### src/rtl/usr_pkg.sv
// rtl/usr_pkg.sv - shared control codes, sequencer states and helpers for the shift-register path
package usr_pkg;

  localparam int USR_WIDTH = 4;

  typedef enum logic [2:0] {
    HOLD     = 3'b000,
    SHR      = 3'b001,
    SHL      = 3'b010,
    LOAD     = 3'b011,
    ROR      = 3'b100,
    ROL      = 3'b101,
    CLR      = 3'b110,
    RESERVED = 3'b111
  } usr_ctl_e;

  typedef enum logic [1:0] {
    ST_IDLE   = 2'd0,
    ST_LOAD   = 2'd1,
    ST_RUN    = 2'd2,
    ST_FINISH = 2'd3
  } usr_state_e;

  // HOLD and LOAD are valid register controls but meaningless as a repeated run op
  function automatic logic usr_legal_op(input logic [2:0] op);
    return (op == SHR) || (op == SHL) || (op == ROR) || (op == ROL) || (op == CLR);
  endfunction

endpackage

### src/rtl/usr_sequencer_if.sv
// rtl/usr_sequencer_if.sv - command and result bundle between a command source and usr_sequencer
interface usr_sequencer_if #(
  parameter int WIDTH = usr_pkg::USR_WIDTH,
  parameter int CNT_W = 4
) ();
  logic             cmd_valid;
  logic             cmd_ready;
  logic [2:0]       cmd_op;
  logic [WIDTH-1:0] cmd_data;
  logic [CNT_W-1:0] cmd_count;
  logic             busy;
  logic             done;
  logic             err;
  logic [WIDTH-1:0] result;

  modport master (
    output cmd_valid, cmd_op, cmd_data, cmd_count,
    input  cmd_ready, busy, done, err, result
  );

  modport slave (
    input  cmd_valid, cmd_op, cmd_data, cmd_count,
    output cmd_ready, busy, done, err, result
  );
endinterface

### src/rtl/usr_step_counter.sv
// rtl/usr_step_counter.sv - loadable down-counter tracking remaining op steps
module usr_step_counter #(
  parameter int CNT_W = 4
) (
  input  logic             clk,
  input  logic             reset,
  input  logic             load,
  input  logic             dec,
  input  logic [CNT_W-1:0] load_val,
  output logic [CNT_W-1:0] remaining,
  output logic             last
);
  logic [CNT_W-1:0] cnt_q, cnt_d;

  always_comb begin
    cnt_d = cnt_q;
    if (load) begin
      cnt_d = load_val;
    end else if (dec && (cnt_q != '0)) begin
      cnt_d = cnt_q - CNT_W'(1);
    end
  end

  always_ff @(posedge clk or negedge reset) begin
    if (!reset) begin
      cnt_q <= '0;
    end else begin
      cnt_q <= cnt_d;
    end
  end

  assign remaining = cnt_q;
  assign last      = (cnt_q == CNT_W'(1));
endmodule

### src/rtl/usr_sequencer.sv
// rtl/usr_sequencer.sv - turns load/op/count commands into control cycles for univ_shift_register
module usr_sequencer
  import usr_pkg::*;
#(
  parameter int WIDTH = USR_WIDTH,
  parameter int CNT_W = 4
) (
  input  logic             clk,
  input  logic             reset,
  usr_sequencer_if.slave   cmd,
  output logic [WIDTH-1:0] data,
  output logic [2:0]       control,
  input  logic [WIDTH-1:0] q_in
);
  usr_state_e       state_q, state_d;
  logic [2:0]       op_q, op_d;
  logic [WIDTH-1:0] data_q, data_d;
  logic [2:0]       control_q, control_d;
  logic [WIDTH-1:0] result_q, result_d;
  logic             done_q, done_d;
  logic             err_q, err_d;
  logic             cnt_load, cnt_dec, cnt_last;
  logic [CNT_W-1:0] cnt_remaining;

  // Count is loaded on accept, so the LOAD state already sees the step count
  usr_step_counter #(.CNT_W(CNT_W)) u_step_counter (
    .clk       (clk),
    .reset     (reset),
    .load      (cnt_load),
    .dec       (cnt_dec),
    .load_val  (cmd.cmd_count),
    .remaining (cnt_remaining),
    .last      (cnt_last)
  );

  always_comb begin
    state_d   = state_q;
    op_d      = op_q;
    data_d    = data_q;
    control_d = HOLD;
    result_d  = result_q;
    done_d    = 1'b0;
    err_d     = 1'b0;
    cnt_load  = 1'b0;
    cnt_dec   = 1'b0;
    case (state_q)
      ST_IDLE: begin
        if (cmd.cmd_valid) begin
          op_d      = cmd.cmd_op;
          data_d    = cmd.cmd_data;
          control_d = LOAD;
          cnt_load  = 1'b1;
          state_d   = ST_LOAD;
        end
      end
      ST_LOAD: begin
        if (usr_legal_op(op_q) && (cnt_remaining != '0)) begin
          control_d = op_q;
          state_d   = ST_RUN;
        end else begin
          state_d   = ST_FINISH;
        end
      end
      ST_RUN: begin
        cnt_dec = 1'b1;
        if (cnt_last) begin
          state_d   = ST_FINISH;
        end else begin
          control_d = op_q;
        end
      end
      ST_FINISH: begin
        result_d = q_in;
        done_d   = 1'b1;
        err_d    = !usr_legal_op(op_q);
        state_d  = ST_IDLE;
      end
      default: state_d = ST_IDLE;
    endcase
  end

  always_ff @(posedge clk or negedge reset) begin
    if (!reset) begin
      state_q   <= ST_IDLE;
      op_q      <= HOLD;
      data_q    <= '0;
      control_q <= HOLD;
      result_q  <= '0;
      done_q    <= 1'b0;
      err_q     <= 1'b0;
    end else begin
      state_q   <= state_d;
      op_q      <= op_d;
      data_q    <= data_d;
      control_q <= control_d;
      result_q  <= result_d;
      done_q    <= done_d;
      err_q     <= err_d;
    end
  end

  assign data          = data_q;
  assign control       = control_q;
  assign cmd.cmd_ready = (state_q == ST_IDLE);
  assign cmd.busy      = (state_q != ST_IDLE);
  assign cmd.done      = done_q;
  assign cmd.err       = err_q;
  assign cmd.result    = result_q;
endmodule

### src/flat_wrapper.sv
// flat-port wrapper written by rule: the top's interface ports become plain ports
module usr_sequencer_flat import usr_pkg::*;
#(
  parameter int WIDTH = USR_WIDTH,
  parameter int CNT_W = 4
)
  (clk, reset, data, control, q_in, cmd_cmd_valid, cmd_cmd_op, cmd_cmd_data, cmd_cmd_count, cmd_cmd_ready, cmd_busy, cmd_done, cmd_err, cmd_result);
  usr_sequencer_if #(.WIDTH(WIDTH), .CNT_W(CNT_W)) cmd_i ();
  input  logic clk;
  input  logic reset;
  output logic [WIDTH-1:0] data;
  output logic [2:0] control;
  input  logic [WIDTH-1:0] q_in;
  input wire logic [$bits(cmd_i.cmd_valid)-1:0] cmd_cmd_valid;
  input wire logic [$bits(cmd_i.cmd_op)-1:0] cmd_cmd_op;
  input wire logic [$bits(cmd_i.cmd_data)-1:0] cmd_cmd_data;
  input wire logic [$bits(cmd_i.cmd_count)-1:0] cmd_cmd_count;
  output wire logic [$bits(cmd_i.cmd_ready)-1:0] cmd_cmd_ready;
  output wire logic [$bits(cmd_i.busy)-1:0] cmd_busy;
  output wire logic [$bits(cmd_i.done)-1:0] cmd_done;
  output wire logic [$bits(cmd_i.err)-1:0] cmd_err;
  output wire logic [$bits(cmd_i.result)-1:0] cmd_result;
  assign cmd_i.cmd_valid = cmd_cmd_valid;
  assign cmd_i.cmd_op = cmd_cmd_op;
  assign cmd_i.cmd_data = cmd_cmd_data;
  assign cmd_i.cmd_count = cmd_cmd_count;
  assign cmd_cmd_ready = cmd_i.cmd_ready;
  assign cmd_busy = cmd_i.busy;
  assign cmd_done = cmd_i.done;
  assign cmd_err = cmd_i.err;
  assign cmd_result = cmd_i.result;
  usr_sequencer #(.WIDTH(WIDTH), .CNT_W(CNT_W)) u_core (.clk(clk), .reset(reset), .cmd(cmd_i), .data(data), .control(control), .q_in(q_in));
endmodule
### config.mk
export PLATFORM = sky130hd
export DESIGN_NAME = usr_sequencer_flat
export DESIGN_NICKNAME = d
export VERILOG_FILES = /design/src/rtl/usr_pkg.sv /design/src/rtl/usr_sequencer_if.sv /design/src/rtl/usr_step_counter.sv /design/src/rtl/usr_sequencer.sv /design/src/flat_wrapper.sv
export SDC_FILE = /design/constraint.sdc
export NUM_CORES = 1
export LEC_CHECK = 0
export CORE_UTILIZATION = 40
export DETAILED_ROUTE_END_ITERATION = 10
export HOLD_SLACK_MARGIN = 0.12
export PLACE_DENSITY = 0.7
export RECOVER_POWER = 100
export SLEW_MARGIN = 20
export SYNTH_ARGS = -nofsm -noshare
export SYNTH_HDL_FRONTEND = slang
export SYNTH_SLANG_ARGS = --single-unit
### constraint.sdc
create_clock -name clk -period 3.55 [get_ports clk]
set_input_delay 0.71 -clock clk [delete_from_list [all_inputs] [get_ports clk]]
set_output_delay 0.71 -clock clk [all_outputs]
set_load 0.05 [all_outputs]
After elaboration in Yosys (flattened, before gate mapping)
Cells that the tools add are included.
{"block": "op_classes", "reduce_logical": 13, "addsub": 1, "mux": 15, "eq_ne": 11}
{"cell": "equality test 3 bit (second input constant)", "count": 3}
{"cell": "case mux 3 bit (3 select lines)", "count": 1}
{"cell": "two-way mux 4 bit", "count": 2}
{"cell": "case mux 2 bit (4 select lines)", "count": 1}
{"cell": "two-way mux 1 bit", "count": 6}
{"cell": "two-way mux 2 bit", "count": 3}
{"cell": "two-way mux 3 bit", "count": 2}
{"cell": "equality test 2 bit (second input constant)", "count": 2}
{"cell": "equality test 4 x 1 -> 1 bit (second input constant)", "count": 1}
{"cell": "logical OR 1 bit", "count": 4}
{"cell": "AND reduction 2 bit", "count": 2}
{"cell": "nonzero test 2 bit", "count": 2}
{"cell": "nonzero test 4 bit", "count": 1}
{"cell": "subtractor 4 x 1 -> 4 bit (second input constant)", "count": 1}
{"cell": "equality test 3 x 1 -> 1 bit (second input constant)", "count": 1}
{"cell": "equality test 3 x 2 -> 1 bit (second input constant)", "count": 1}
{"cell": "equality test 2 x 1 -> 1 bit (second input constant)", "count": 1}
{"cell": "logical AND 1 bit", "count": 2}
{"cell": "zero test 2 bit", "count": 1}
{"cell": "!= test 2 x 1 -> 1 bit (second input constant)", "count": 1}
{"cell": "!= test 2 bit (second input constant)", "count": 1}
{"cell": "zero test 1 bit", "count": 1}
{"block": "totals", "register_bits": 22, "elab_cells": 48}

Depth between registers and ports, before layout
{"block": "logic_depth", "word_depth": 8, "ltp_mapped": 6, "depth_no_buf": 5}

Hierarchy
From an unflattened synthesis, not the netlist that was laid out.
{"block": "hier_totals", "cells_unflattened": 90, "area_unflattened_um2": 1086.0}
{"module": "usr_sequencer", "instances": 1, "area_per_inst_um2": 803.3, "cells_per_inst": 61, "seq_area_each_um2": 450.4}
{"module": "usr_step_counter", "instances": 1, "area_per_inst_um2": 282.8, "cells_per_inst": 29, "seq_area_each_um2": 100.1}

Least setup slack after synthesis
Ideal clock, no wire load.
{"block": "synth_timing", "path_kind": "reg-to-output", "start": "register u_core.state_q[0]", "end": "output port cmd_busy", "t_required_ns": 2.840, "arrival_ns": 1.422, "setup_slack_ns": 1.418, "path_stages_with_launch": 4, "path_cell_list": "dfrtp_1 inv_1 ha_1 inv_1"}
{"block": "synth_between", "elab_chain_cells": 1}
{"item": "from (decl)", "line": "usr_sequencer.sv:15", "source": "usr_state_e state_q, state_d;"}
{"item": "from (signal assigned)", "line": "usr_sequencer.sv:92", "source": "state_q <= state_d;"}
{"item": "nonzero test 2 bit", "line": "usr_sequencer.sv:105", "source": "assign cmd.busy = (state_q != ST_IDLE);"}
{"item": "to (decl)", "line": "flat_wrapper.sv:19", "source": "output wire logic [$bits(cmd_i.busy)-1:0] cmd_busy;"}
No other way between the ends.

Final worst setup path
{"block": "layout_timing", "start": "register u_core.state_q[1]", "end": "output port cmd_busy"}
The elaborated chain is that of the path after synthesis.

==> impl_metrics.ini <==
[min_path]
min_to = u_core.data[0]
min_from = u_core.data[0]
min_path_cells = 2
hold_path_class = register to register

[worst_setup_path]
cpMostUsedCell = inv_1
rr_worst_depth = 5
critPathLaunchType = register
slowest_stage = dlygate4sd3_1
critPathRequiredTime_ns = 2.84
path_max_fanout = 6
r2r-end = u_core.control[0]
slowest_delay_ns = 0.87
path_class = register to output port
rr_startpoint = u_core.u_step_counter.remaining[0]
r2r_slack_ns = 1.56
path_cells = inv_1, ha_1, inv_1, dlygate4sd3_1
worst_setup_path_end_kind = output port
cp.arrival_ns = 2.06

[sta]
finalCritPeriodShare = 0.7795
finalSetupViolations = 0
min_period_ns = 2.767
slew_headroom = 0.3601
fin_tns_setup_ns = 0
timing.hold.ws_ns = 0.4892
skew_ns = 0.001808
rsz0062_at_grt = false
fmax_mhz = 361.4
tightest_slew_ns = 0.9566
slew_violations = 0
timing_hold_violations_final = 0

[synthesis]
synth_flop_cell = dfrtp_1
ys_warn_count = 0
synthTopCellsByArea = dfrtp_1 (51%), nand2_1 (9.5%), ha_1 (9.4%), mux2_2 (5.3%), nor2_1 (2.1%)
synth_top_area_cell = dfrtp_1
synth-seq-cells = 22
synth_fp_nets = 130
synth_edf_count = 0
synth_area_um2 = 1070
synth_cells = 104
async_flop_share = 1.000
synth_cell_types = 31
synth_top_area_share = 0.5146
avgSynthCellArea_um2 = 10.29
yosysSeqAreaShare = 0.5146

[floorplanning]
die_w_um = 53.72
io_pins = 33
die_height_um = 53.72
num_rows = 18
fp.coreArea_um2 = 2500
design.die.area_um2 = 2885
start_util = 0.4279

[cts]
cts-buffers-inserted = 3
clock_path_buffers = 2
cts_hold_buf = 0
clk_latency_ns = 0.30
ctsHtreeMaxLevel = 1
numClockSinks = 22
cts_root_buf = clkbuf_4
cts_tree = done
post_cts_buffers = 0
cts_resized = 0
path_clk_slew_ns = 0.12

[route]
post-route-drc-count = 0
first_pass_iters = 3
met2_wirelength_um = 1137
viasPerCell = 5.090
vias = 850
wl_met3_um = 60
ant_nets = 0
wl_um = 2154
routedWlPerCell_um = 12.90
top_layer = met4
m1WireLength_um = 946
drt-initial-drc-count = 15

[placed_design]
portBuffers = 32
dpl.hpwl_um = 1622
place_congestion = 0.7767

[global_route]
antenna_found_initial = 0
track_usage = 0.1745
grt_pass1_wl_um = 3594
grt-ovfl-total = 0
grt_max_degree = 23
grt_pass1_vias = 827

[final_layout]
fill_cells = 229
diodes = 0
area_growth_pct = 35.32
nets = 164
drive_above_1_share = 0.08759
utilization = 0.5791

[run]
cap_violations = 0

[pwr]
ir_drop_uv = 573.9
leakage_nw = 0.6775
power_density_nw_per_um2 = 955.6
total_power_mw = 1.383

[status]
status = finished clean
-- registers in the layout, summed over array words and instances (netlist names) --
signal and flops:
u_core.cmd.done 1, u_core.cmd.err 1, u_core.cmd.result 4, u_core.control 3, u_core.data 4, u_core.op_q 3, u_core.state_q 2, u_core.u_step_counter.remaining 4
-- stage by stage --
stage / setup WS [ns] / instance area [um^2] / instances
after global placement: 1.253 / 1415 / 163
after CTS: 0.8275 / 1451 / 167
after detailed placement: 1.176 / 1415 / 163
final: 0.7830 / 1448 / 167
after floorplan: 1.418 / 1070 / 104
after global routing: 0.6559 / 1448 / 167
-- cells in the mapped netlist, types with 2 or more instances --
cell type / count
nand2_1: 27
dfrtp_1: 22
ha_1: 8
nor2_1: 6
inv_1: 5
mux2_2: 5
a21oi_1: 4
a311oi_1: 2
clkbuf_1: 2
o31ai_1: 2
-- logic make-up after synthesis --
group | count (synthesis) | synth area share
compound gates | 13 | 0.08773
flops | 22 | 0.5146
mux | 6 | 0.06198
fa+ha+maj | 8 | 0.09357
simple gates | 47 | 0.2129
buf+inv | 8 | 0.02924
-- cell usage in the layout (no fill, tap or decap) --
master / synthesis / final
clkbuf_4: 0 / 3
o31ai_1: 2 / 2
clkdlybuf4s50_1: 0 / 16
and3_1: 1 / 1
and2_4: 1 / 1
nand2_1: 27 / 27
dfrtp_1: 22 / 22
nor2_1: 6 / 6
dlygate4sd3_1: 0 / 16
and2_0: 0 / 1
a32oi_1: 1 / 1
a211o_1: 1 / 1
or3_1: 1 / 1
nor3b_1: 1 / 1
or4b_2: 0 / 1
nor2b_1: 1 / 1
nor3_1: 1 / 1
o21a_1: 1 / 1
clkbuf_8: 0 / 1
or3b_2: 1 / 1
a311oi_1: 2 / 2
nand2b_1: 1 / 1
a21oi_1: 4 / 4
nand3_1: 1 / 1
a221o_1: 1 / 1
mux2i_1: 1 / 1
or3b_1: 1 / 1
ha_1: 8 / 8
nand4_1: 1 / 1
inv_1: 5 / 5
mux2_2: 5 / 5
nor4b_1: 1 / 1
a31oi_1: 1 / 1
-- critical path, delay by kind of cell, from the launching register on --
family / cells / cell delay [ns]
adders and majority gates: 1 / 0.25
buffers and inverters: 3 / 1.07
DFF: 1 / 0.44
-- routing by layer --
metal	vias up	track usage
met4	0	0.06579
li1	419	-
met3	2	0.02825
met1	413	0.1968
met5	-	0
met2	16	0.3230
-- worst max-delay path by stage --
stage,start,endpoint,slack [ns],cells after the start
6_report,u_core.state_q[1],cmd_busy,0.78,4
5_1_grt,u_core.state_q[0],cmd_busy,0.66,4
3_5_place_dp,u_core.state_q[1],cmd_busy,1.18,4
3_3_place_gp,u_core.state_q[0],cmd_busy,1.25,4
4_1_cts,u_core.state_q[1],cmd_busy,0.83,4
2_1_floorplan,u_core.state_q[0],cmd_busy,1.42,3
-- power by group --
group | total (mW) | internal (mW) | switching (mW) | leakage, nW
clock network | 0.136 | 0.0625 | 0.0733 | 0.0210
registers | 0.449 | 0.367 | 0.0816 | 0.270
logic | 0.799 | 0.293 | 0.506 | 0.386
-- layout make-up --
cell class | instances | area [um^2] | area share
flip-flops and latches | 22 | 550.5 | 0.3803
multi-input cells | 74 | 484.2 | 0.3345
repair buffers | 32 | 320.3 | 0.2213
well taps | 30 | 37.54 | 0.02593
clock buffers | 4 | 36.28 | 0.02506
inverters | 5 | 18.77 | 0.01296
No activity file was read; power rests on OpenSTA's default activity.
